--- src/rtl/elevator_gen.sv ---
// Elevator band generator and game-flow controller: scrolls three gapped bands,
// re-randomises a gap on wrap, keeps score, ramps speed and ends the game on collision.
module elevator_gen #(
    parameter int          SPACING   = 160,
    parameter int          THICK     = 8,
    parameter int          GAP_W     = 48,
    parameter int          GAP_BASE  = 64,
    parameter int          SPD_INIT  = 1,
    parameter int          SPD_MAX   = 4,
    parameter logic [8:0]  LFSR_SEED = 9'h1A5
) (
    input  logic       clk,
    input  logic       rst_n,
    input  logic       frame_tick,
    input  logic       start,
    input  logic       hit,
    input  logic       in_gap,
    input  logic       inc_score,
    output logic [9:0] elev1Top,
    output logic [9:0] elev1Bot,
    output logic [9:0] elev1L,
    output logic [9:0] elev1R,
    output logic [9:0] elev2Top,
    output logic [9:0] elev2Bot,
    output logic [9:0] elev2L,
    output logic [9:0] elev2R,
    output logic [9:0] elev3Top,
    output logic [9:0] elev3Bot,
    output logic [9:0] elev3L,
    output logic [9:0] elev3R,
    output logic [7:0] score,
    output logic [2:0] speed,
    output logic       running,
    output logic       game_over
);

    typedef enum logic [1:0] {
        IDLE = 2'd0,
        PLAY = 2'd1,
        OVER = 2'd2
    } state_t;

    localparam logic [9:0] WRAP_C  = 10'(3 * SPACING);
    localparam logic [9:0] THICK_C = 10'(THICK);
    localparam logic [9:0] GAPW_C  = 10'(GAP_W);
    localparam logic [9:0] GBASE_C = 10'(GAP_BASE);
    localparam logic [2:0] SINIT_C = 3'(SPD_INIT);
    localparam logic [2:0] SMAX_C  = 3'(SPD_MAX);

    state_t     state_q, state_d;
    logic [9:0] bot_q [3];
    logic [9:0] bot_d [3];
    logic [9:0] top_q [3];
    logic [9:0] top_d [3];
    logic [9:0] l_q   [3];
    logic [9:0] l_d   [3];
    logic [9:0] r_q   [3];
    logic [9:0] r_d   [3];
    logic [7:0] score_q, score_d;
    logic [2:0] speed_q, speed_d;
    logic [8:0] lfsr_q, lfsr_d;
    logic [8:0] lfsr_v;
    logic       inc_q;
    logic       collide;
    logic       inc_edge;

    // x^9 + x^5 + 1, Fibonacci form
    function automatic logic [8:0] lfsr_next(input logic [8:0] s);
        return {s[7:0], s[8] ^ s[4]};
    endfunction

    function automatic logic [9:0] init_bot(input int n);
        return 10'((n + 1) * SPACING);
    endfunction

    function automatic logic [9:0] init_l(input int n);
        return 10'(GAP_BASE + n * 128);
    endfunction

    assign collide  = hit & ~in_gap;
    assign inc_edge = inc_score & ~inc_q;

    always_comb begin
        state_d = state_q;
        score_d = score_q;
        speed_d = speed_q;
        lfsr_d  = lfsr_q;
        lfsr_v  = lfsr_q;
        for (int i = 0; i < 3; i++) begin
            bot_d[i] = bot_q[i];
            top_d[i] = top_q[i];
            l_d[i]   = l_q[i];
            r_d[i]   = r_q[i];
        end

        case (state_q)
            IDLE: begin
                lfsr_d = lfsr_next(lfsr_q);
                if (start) state_d = PLAY;
            end
            PLAY: begin
                if (collide) begin
                    state_d = OVER;
                end else begin
                    if (frame_tick) begin
                        // Bands wrapping in the same frame draw successive lfsr states in band order
                        for (int i = 0; i < 3; i++) begin
                            if (bot_q[i] >= {7'd0, speed_q}) begin
                                bot_d[i] = bot_q[i] - {7'd0, speed_q};
                            end else begin
                                bot_d[i] = bot_q[i] + WRAP_C - {7'd0, speed_q};
                                l_d[i]   = GBASE_C + {1'b0, lfsr_v};
                                lfsr_v   = lfsr_next(lfsr_v);
                            end
                            top_d[i] = bot_d[i] + THICK_C;
                            r_d[i]   = l_d[i] + GAPW_C;
                        end
                        lfsr_d = lfsr_v;
                    end
                    if (inc_edge && (score_q != 8'hFF)) begin
                        score_d = score_q + 8'd1;
                        if ((score_d[2:0] == 3'd0) && (speed_q < SMAX_C))
                            speed_d = speed_q + 3'd1;
                    end
                end
            end
            OVER: begin
                if (start) begin
                    state_d = PLAY;
                    score_d = 8'd0;
                    speed_d = SINIT_C;
                    for (int i = 0; i < 3; i++) begin
                        bot_d[i] = init_bot(i);
                        top_d[i] = init_bot(i) + THICK_C;
                        l_d[i]   = init_l(i);
                        r_d[i]   = init_l(i) + GAPW_C;
                    end
                end
            end
            default: state_d = IDLE;
        endcase
    end

    always_ff @(posedge clk) begin
        if (!rst_n) begin
            state_q <= IDLE;
            score_q <= 8'd0;
            speed_q <= SINIT_C;
            lfsr_q  <= LFSR_SEED;
            inc_q   <= 1'b0;
            for (int i = 0; i < 3; i++) begin
                bot_q[i] <= init_bot(i);
                top_q[i] <= init_bot(i) + THICK_C;
                l_q[i]   <= init_l(i);
                r_q[i]   <= init_l(i) + GAPW_C;
            end
        end else begin
            state_q <= state_d;
            score_q <= score_d;
            speed_q <= speed_d;
            lfsr_q  <= lfsr_d;
            inc_q   <= inc_score;
            for (int i = 0; i < 3; i++) begin
                bot_q[i] <= bot_d[i];
                top_q[i] <= top_d[i];
                l_q[i]   <= l_d[i];
                r_q[i]   <= r_d[i];
            end
        end
    end

    assign elev1Bot  = bot_q[0];
    assign elev1Top  = top_q[0];
    assign elev1L    = l_q[0];
    assign elev1R    = r_q[0];
    assign elev2Bot  = bot_q[1];
    assign elev2Top  = top_q[1];
    assign elev2L    = l_q[1];
    assign elev2R    = r_q[1];
    assign elev3Bot  = bot_q[2];
    assign elev3Top  = top_q[2];
    assign elev3L    = l_q[2];
    assign elev3R    = r_q[2];
    assign score     = score_q;
    assign speed     = speed_q;
    assign running   = (state_q == PLAY);
    assign game_over = (state_q == OVER);

endmodule

--- config.mk ---
export PLATFORM = sky130hd
export DESIGN_NAME = elevator_gen
export DESIGN_NICKNAME = d
export VERILOG_FILES = /design/src/rtl/elevator_gen.sv
export SDC_FILE = /design/constraint.sdc
export NUM_CORES = 1
export LEC_CHECK = 0
export CAP_MARGIN = 40
export CORE_MARGIN = 1
export CORE_UTILIZATION = 54
export CTS_CLUSTER_DIAMETER = 40
export DETAILED_ROUTE_END_ITERATION = 10
export PLACE_DENSITY_LB_ADDON = 0.2
export SLEW_MARGIN = 20
export SYNTH_ARGS = -nofsm -noshare
export SYNTH_HDL_FRONTEND = slang
export SYNTH_SLANG_ARGS = --single-unit
export TNS_END_PERCENT = 1
--- constraint.sdc ---
create_clock -name clk -period 3.5 [get_ports clk]
set_input_delay 1.05 -clock clk [delete_from_list [all_inputs] [get_ports clk]]
set_output_delay 1.05 -clock clk [all_outputs]
set_load 0.02 [all_outputs]
After elaboration in Yosys (flattened, before gate mapping)
Memories as Yosys holds them, arrays and structs flattened. Index checks and enable logic that the tools add are counted.

Output and inout port bits: 133. Memories: 4. RAM bits: 120. Register bits: 23. Logic and storage cells: 151. Input bits: 7.

Add/sub/neg operators: 20. Reductions and logical operators: 11. Bitwise gates (word level): 19. Mux-type cells: 78. Eq/ne operators: 10. Order comparisons: 4.

Memory list: bot_q (words 3, width 10, read ports 3, clocked after memory_dff 0, wr ports 3, line 51) `logic [9:0] bot_q [3];`; l_q (words 3, width 10, read ports 3, clocked after memory_dff 0, wr ports 3, line 55) `logic [9:0] l_q [3];`; r_q (words 3, width 10, read ports 3, clocked after memory_dff 0, wr ports 3, line 57) `logic [9:0] r_q [3];`; top_q (words 3, width 10, read ports 3, clocked after memory_dff 0, wr ports 3, line 53) `logic [9:0] top_q [3];`.

Operators with widths (count): 10-bit two-way mux (36); 30-bit two-way mux (12); 30-bit one-hot mux with 2 select lines (4); 9-bit two-way mux (11); 10-bit by 3-bit subtractor with 10-bit output (6); 10-bit by 4-bit adder with 10-bit output, second input constant (3); 10-bit by 6-bit adder with 10-bit output, second input constant (3); 10-bit by 9-bit adder with 10-bit output, second input constant (3); 7-bit by 9-bit adder with 10-bit output, first input constant (3); 10-bit by 3-bit >= comparator with 1-bit output (3); 8-bit two-way mux (3); 9-bit one-hot mux with 2 select lines (1); 8-bit one-hot mux with 2 select lines (1); 3-bit two-way mux (4); 1-bit bitwise OR (12); 8-bit by 1-bit adder with 8-bit output, second input constant (1); 2-bit by 1-bit != test with 1-bit output, second input constant (4); 8-bit != test, second input constant (1); 2-bit != test, second input constant (3); 3-bit one-hot mux with 2 select lines (1); 5-bit AND reduction (1); 2-bit two-way mux (2); 2-bit one-hot mux with 2 select lines (1); 4-bit AND reduction (1); other kinds (15) (22).

Depth between registers and ports, before layout
Word-level depth: 20. Depth in mapped cells: 17. Depth with buffers taken out: 16.

Least setup slack after synthesis
Ideal clock, no wire load.

Path type: register to register. From: register speed_q[0], in the netlist speed[0]. To: memory r_q[2][7], in the netlist r_q[0][27]. Library setup time: 70 ps. Arrival time: 3307 ps. Slack: 122 ps. Required time: 3430 ps. Period minus slack after synthesis: 3378 ps. Cell stages (with the launch flop): 16. Buffers on the path: 1. Cells stage by stage: dfxtp_1 > ha_1 > inv_1 > fa_1 > nand4b_1 > and3_1 > clkbuf_1 > o211ai_1 > a21bo_1 > and2_1 > inv_2 > ha_1 > a41oi_1 > a21oi_1 > a311o_1 > a21oi_1.

RTL lines: from (decl) (line 60) `logic [2:0] speed_q, speed_d;`; from (signal assigned) (line 160) `speed_q <= speed_d;`; to (decl) (line 57).

==> results <==
- The flow ran to the end, and the final reports show no timing, DRC or antenna violations.
- The total number of yosys warnings is 0.
- In this run the power spent charging and discharging nets is 1334 uW.
- The number of different library cells used by synthesis comes to 77.
- In this run the core area contains 43 standard-cell rows.
- The most instantiated library cell after synthesis is sky130_fd_sc_hd__dfxtp_1.
- The worst register-to-register path begins at speed[1].
- The maximum count of clock buffers along a single path is 2.
- The core region is 13930 um^2.
- Timing would allow up to 294.5 MHz.
- The max-slew violation total from the final report came to 0.
- After detailed routing, the number of remaining DRC violations is 0.
- 0 antenna diodes ended up in the layout.
- The flop and latch count out of synthesis is 122.
- The die is 121.5 um tall.
- Of the total power, the share spent switching nets is 31.36%.
- Walking the worst path, the cells encountered are inv_1, ha_1, ha_1, fa_1, nor2b_1, o21a_1, o21a_1, o31ai_2, o2111ai_1, o211a_1, a211o_1.
- The clock-pin slew of the registers on the worst-case setup and hold paths is 0.05 ns.
- For this run, the slowest stage of the critical path takes 0.49 ns.
- In this run the mean area of a mapped cell was 8.013 um^2.
- The synthesized instance count is 963.
- The power per cell area is 428.1 nW/um^2.
- Following the worst setup path forward leads to its endpoint at top_q[0][9].
- The die outline width is 121.5 um.
- In this run the worst setup path begins at speed[1].
- At the worst endpoint, the required time is 3.82 ns.
- Ranked by total cell area, the synthesized netlist is headed by sky130_fd_sc_hd__dfxtp_1 (32%), sky130_fd_sc_hd__ha_1 (7.8%), sky130_fd_sc_hd__a21oi_1 (5.1%).
- The post-route total power is 4254 uW.
- The proportion of power drawn by flip-flops and latches is 35.5%.
- In the final routed layout, each cell accounts on average for 18.47 um.
- The share of the synthesized area in the top cell type is 31.65%.
- The fraction of final layout cells sized beyond drive strength 1 is 9.892%.
- The clock tree from TritonCTS is built.
- The count of input and output buffers is 139.
- The leakage component of the power is 0.003738 uW.
- Once layout is complete, the utilization of the core stands at 71.32%.
- In this run, the clock network consumes 38.1% of the power.
- The most common flop cell mapped by yosys is sky130_fd_sc_hd__dfxtp_1.
- In this run the number of cells on the critical path is 11.
- The final layout contains routed wiring with a total length of 23870 um.
- The H-tree was split into 4 levels.
- The tool flagged a number of max-cap violations equal to 0.
- Of the available clock period, the critical path in the final layout requires 97.02%.
- The number of enable-type register cells in the synthesized netlist is 0.
- The remaining antenna violation count is 0.
- The critical path in this run is classified as reg2reg.
- In the synthesized netlist, the cells that appear most often are sky130_fd_sc_hd__dfxtp_1 (122), sky130_fd_sc_hd__nand2_1 (102), sky130_fd_sc_hd__nor2_1 (81).
- The count of endpoints failing hold in the final timing report is 0.
- The worst setup path is launched from a register.
- The area growth from synthesis to layout is 28.80%.
- The category of cells accounting for the largest share of critical-path delay is compound AO/OA/AOI/OAI gates.
- The reg2reg setup slack is 0.10 ns.
- The synthesized area is 7716 um^2.
- The root buffer cell chosen for the clock tree is sky130_fd_sc_hd__clkbuf_16.
- The initial antenna violation count is 0.
- The path category of the worst min-delay check is reg2reg.
- For this run, the total global-route usage over all layers was measured as 32.57%.
- Setup repair after global routing could not meet its margin everywhere.
- The HPWL after detailed placement is 17460 um.
- The combinational share of power is 26.5%.
- The worst setup skew after layout is 0.008212 ns.
- The clock network latency to the later pin of the worst-skew pair is 0.43 ns.
- Entering global routing, the biggest net connects 41 pins.
- The final net count is 1166.
- Of all cell types, the one taking the most synthesized area is sky130_fd_sc_hd__dfxtp_1.
- The data arrival time of the worst path is 3.71 ns.
- The maximum fanout along the worst path is 6.
- Across the VDD grid, the largest voltage drop is 384.9 uV.
- The number of setup violations in the final report is 0.
- STA classifies the critical path endpoint as a register.
- The worst-margin pin slew is 0.6146 ns.
- Summing over every cut layer, the via total after detailed routing is 7819.
- The detailed router finished its first iteration with 869 violations.
- The cell type of the slowest stage on the worst timing path is sky130_fd_sc_hd__o31ai_2.
- Summing the sequential cell areas from Yosys gives 31.65% of the chip area.
- The buffering stage count on the worst path with inverters included is 1.
- For this run the aggregate overflow at the end of global routing stands at 0.
- The endpoint identified for the worst register-to-register timing path is top_q[0][9].
- The clock net in this run drives a total of 122 sinks.
- Counting flops with an async set or reset pin after synthesis yields a share of 0%.
- The total nets after synthesis is 1027.
- In the routed layout, each cell is associated on average with a via count of 6.052.
- The internal power consumption is 2920 uW.
- The CTS buffer count is 17.
- The number of top-level pins is 140.
- The remaining max-slew budget at the tightest pin is 58.59%.
- The first-pass GRT wire length is 37070 um.
- For the worst flop-to-flop path, the logic depth is 11.
- The minimum clock period after layout is 3.396 ns.
- The initial core utilization is 55.37%.
- Hold is met by 0.4528 ns.
- The last weighted congestion value of the routability-driven placer is 0.9749.
- The overall die area is 14770 um^2.
- The via count of the first global-routing pass was 7119.
- The first-pass iteration count of the detailed router is 6.
- Adding up every negative setup slack in the final design gives 0 ns.
-- layer usage --
layer	global-route usage, %	vias up	wire length, um
met3	6.882	45	1997
met4	11.81	0	530
met2	51.31	379	10880
li1	-	3672	-
met5	0	-	0
met1	43.83	3723	10460
-- repair_timing --
action | in CTS | in global routing
resized for setup | 0 | 5
hold buffers | 0 | 0
endpoints found under the setup margin | 0 | 9
setup buffers | 0 | 2
-- power groups by stage --
stage                     registers, uW  logic, uW  clock network (uW)
after floorplan                    1560        717                   0
after global placement             1540       1080                   0
after detailed placement           1540       1080                   0
after CTS                          1510       1100                1620
after global routing               1520       1220                1690
final                              1510       1130                1620
-- worst min path at each step --
stage,startpoint,to,slack [ns],depth (start not counted)
3_5_place_dp,top_q[0][8],top_q[0][8],0.45,2
2_1_floorplan,lfsr_q[0],l_q[0][0],0.48,2
4_1_cts,top_q[0][8],top_q[0][8],0.46,2
5_1_grt,top_q[0][19],top_q[0][19],0.47,2
6_report,top_q[0][14],top_q[0][14],0.45,2
3_3_place_gp,top_q[0][6],top_q[0][6],0.44,2
-- cell usage in the layout, fill, tap and decap left out, types with 9 or more instances in the layout --
cell type                         count
sky130_fd_sc_hd__clkdlybuf4s50_1    139
sky130_fd_sc_hd__nand2b_1            11
sky130_fd_sc_hd__o21a_1              10
sky130_fd_sc_hd__fa_1                 9
sky130_fd_sc_hd__o21ai_0             34
sky130_fd_sc_hd__dfxtp_1            122
sky130_fd_sc_hd__and2_1               9
sky130_fd_sc_hd__nand2_1            102
sky130_fd_sc_hd__xor2_1              15
sky130_fd_sc_hd__nand4_1             11
sky130_fd_sc_hd__nor2_1              79
sky130_fd_sc_hd__o22ai_1             16
sky130_fd_sc_hd__buf_4               57
sky130_fd_sc_hd__o211ai_1            10
sky130_fd_sc_hd__nand3_1             48
sky130_fd_sc_hd__mux2i_1             16
sky130_fd_sc_hd__inv_1               44
sky130_fd_sc_hd__nor3_1              19
sky130_fd_sc_hd__xnor2_1             39
sky130_fd_sc_hd__a22oi_1             18
sky130_fd_sc_hd__o21ai_1             15
sky130_fd_sc_hd__clkbuf_16           17
sky130_fd_sc_hd__a21oi_1             79
sky130_fd_sc_hd__ha_1                48
-- area by class of cell --
type,instances,area [um^2]
clock buffers,26,489.2
clock inverters,3,40.04
fillers,1128,3996
inverters,50,187.7
multi-input cells,715,4735
flip-flops and latches,122,2442
well taps,180,225.2
repair buffers,196,1819
-- cells by family after synthesis --
| family | Yosys count | synth area share [%] |
|---|---|---|
| fa+ha+maj | 57 | 10.12 |
| xor+xnor | 55 | 6.340 |
| compound gates | 259 | 22.02 |
| flops | 122 | 31.65 |
| simple gates | 323 | 19.59 |
| mux | 21 | 2.838 |
| buf+inv | 126 | 7.443 |
-- through the flow --
stage	worst slack [ns]	cells	area, um^2
6_report	0.1043	1292	9938
5_1_grt	-0.03798	1292	9938
4_1_cts	0.04892	1290	9898
3_5_place_dp	0.09408	1261	9369
3_3_place_gp	0.1991	1261	9369
2_1_floorplan	0.1221	963	7716
-- tightest hold or removal path: stages, from the launching register on --
cell                      delay [ns]
sky130_fd_sc_hd__dfxtp_1        0.31
sky130_fd_sc_hd__nand2_1        0.05
sky130_fd_sc_hd__a21oi_1        0.05
-- sequential cells by signal, indices dropped and copies added, names as in the netlist --
register and count:
lfsr_q 9, speed 3, l_q 30, score 8, bot_q 30, top_q 21, r_q 18, state_q 2
inc_q 1
Power figures use the tool's default switching activity.
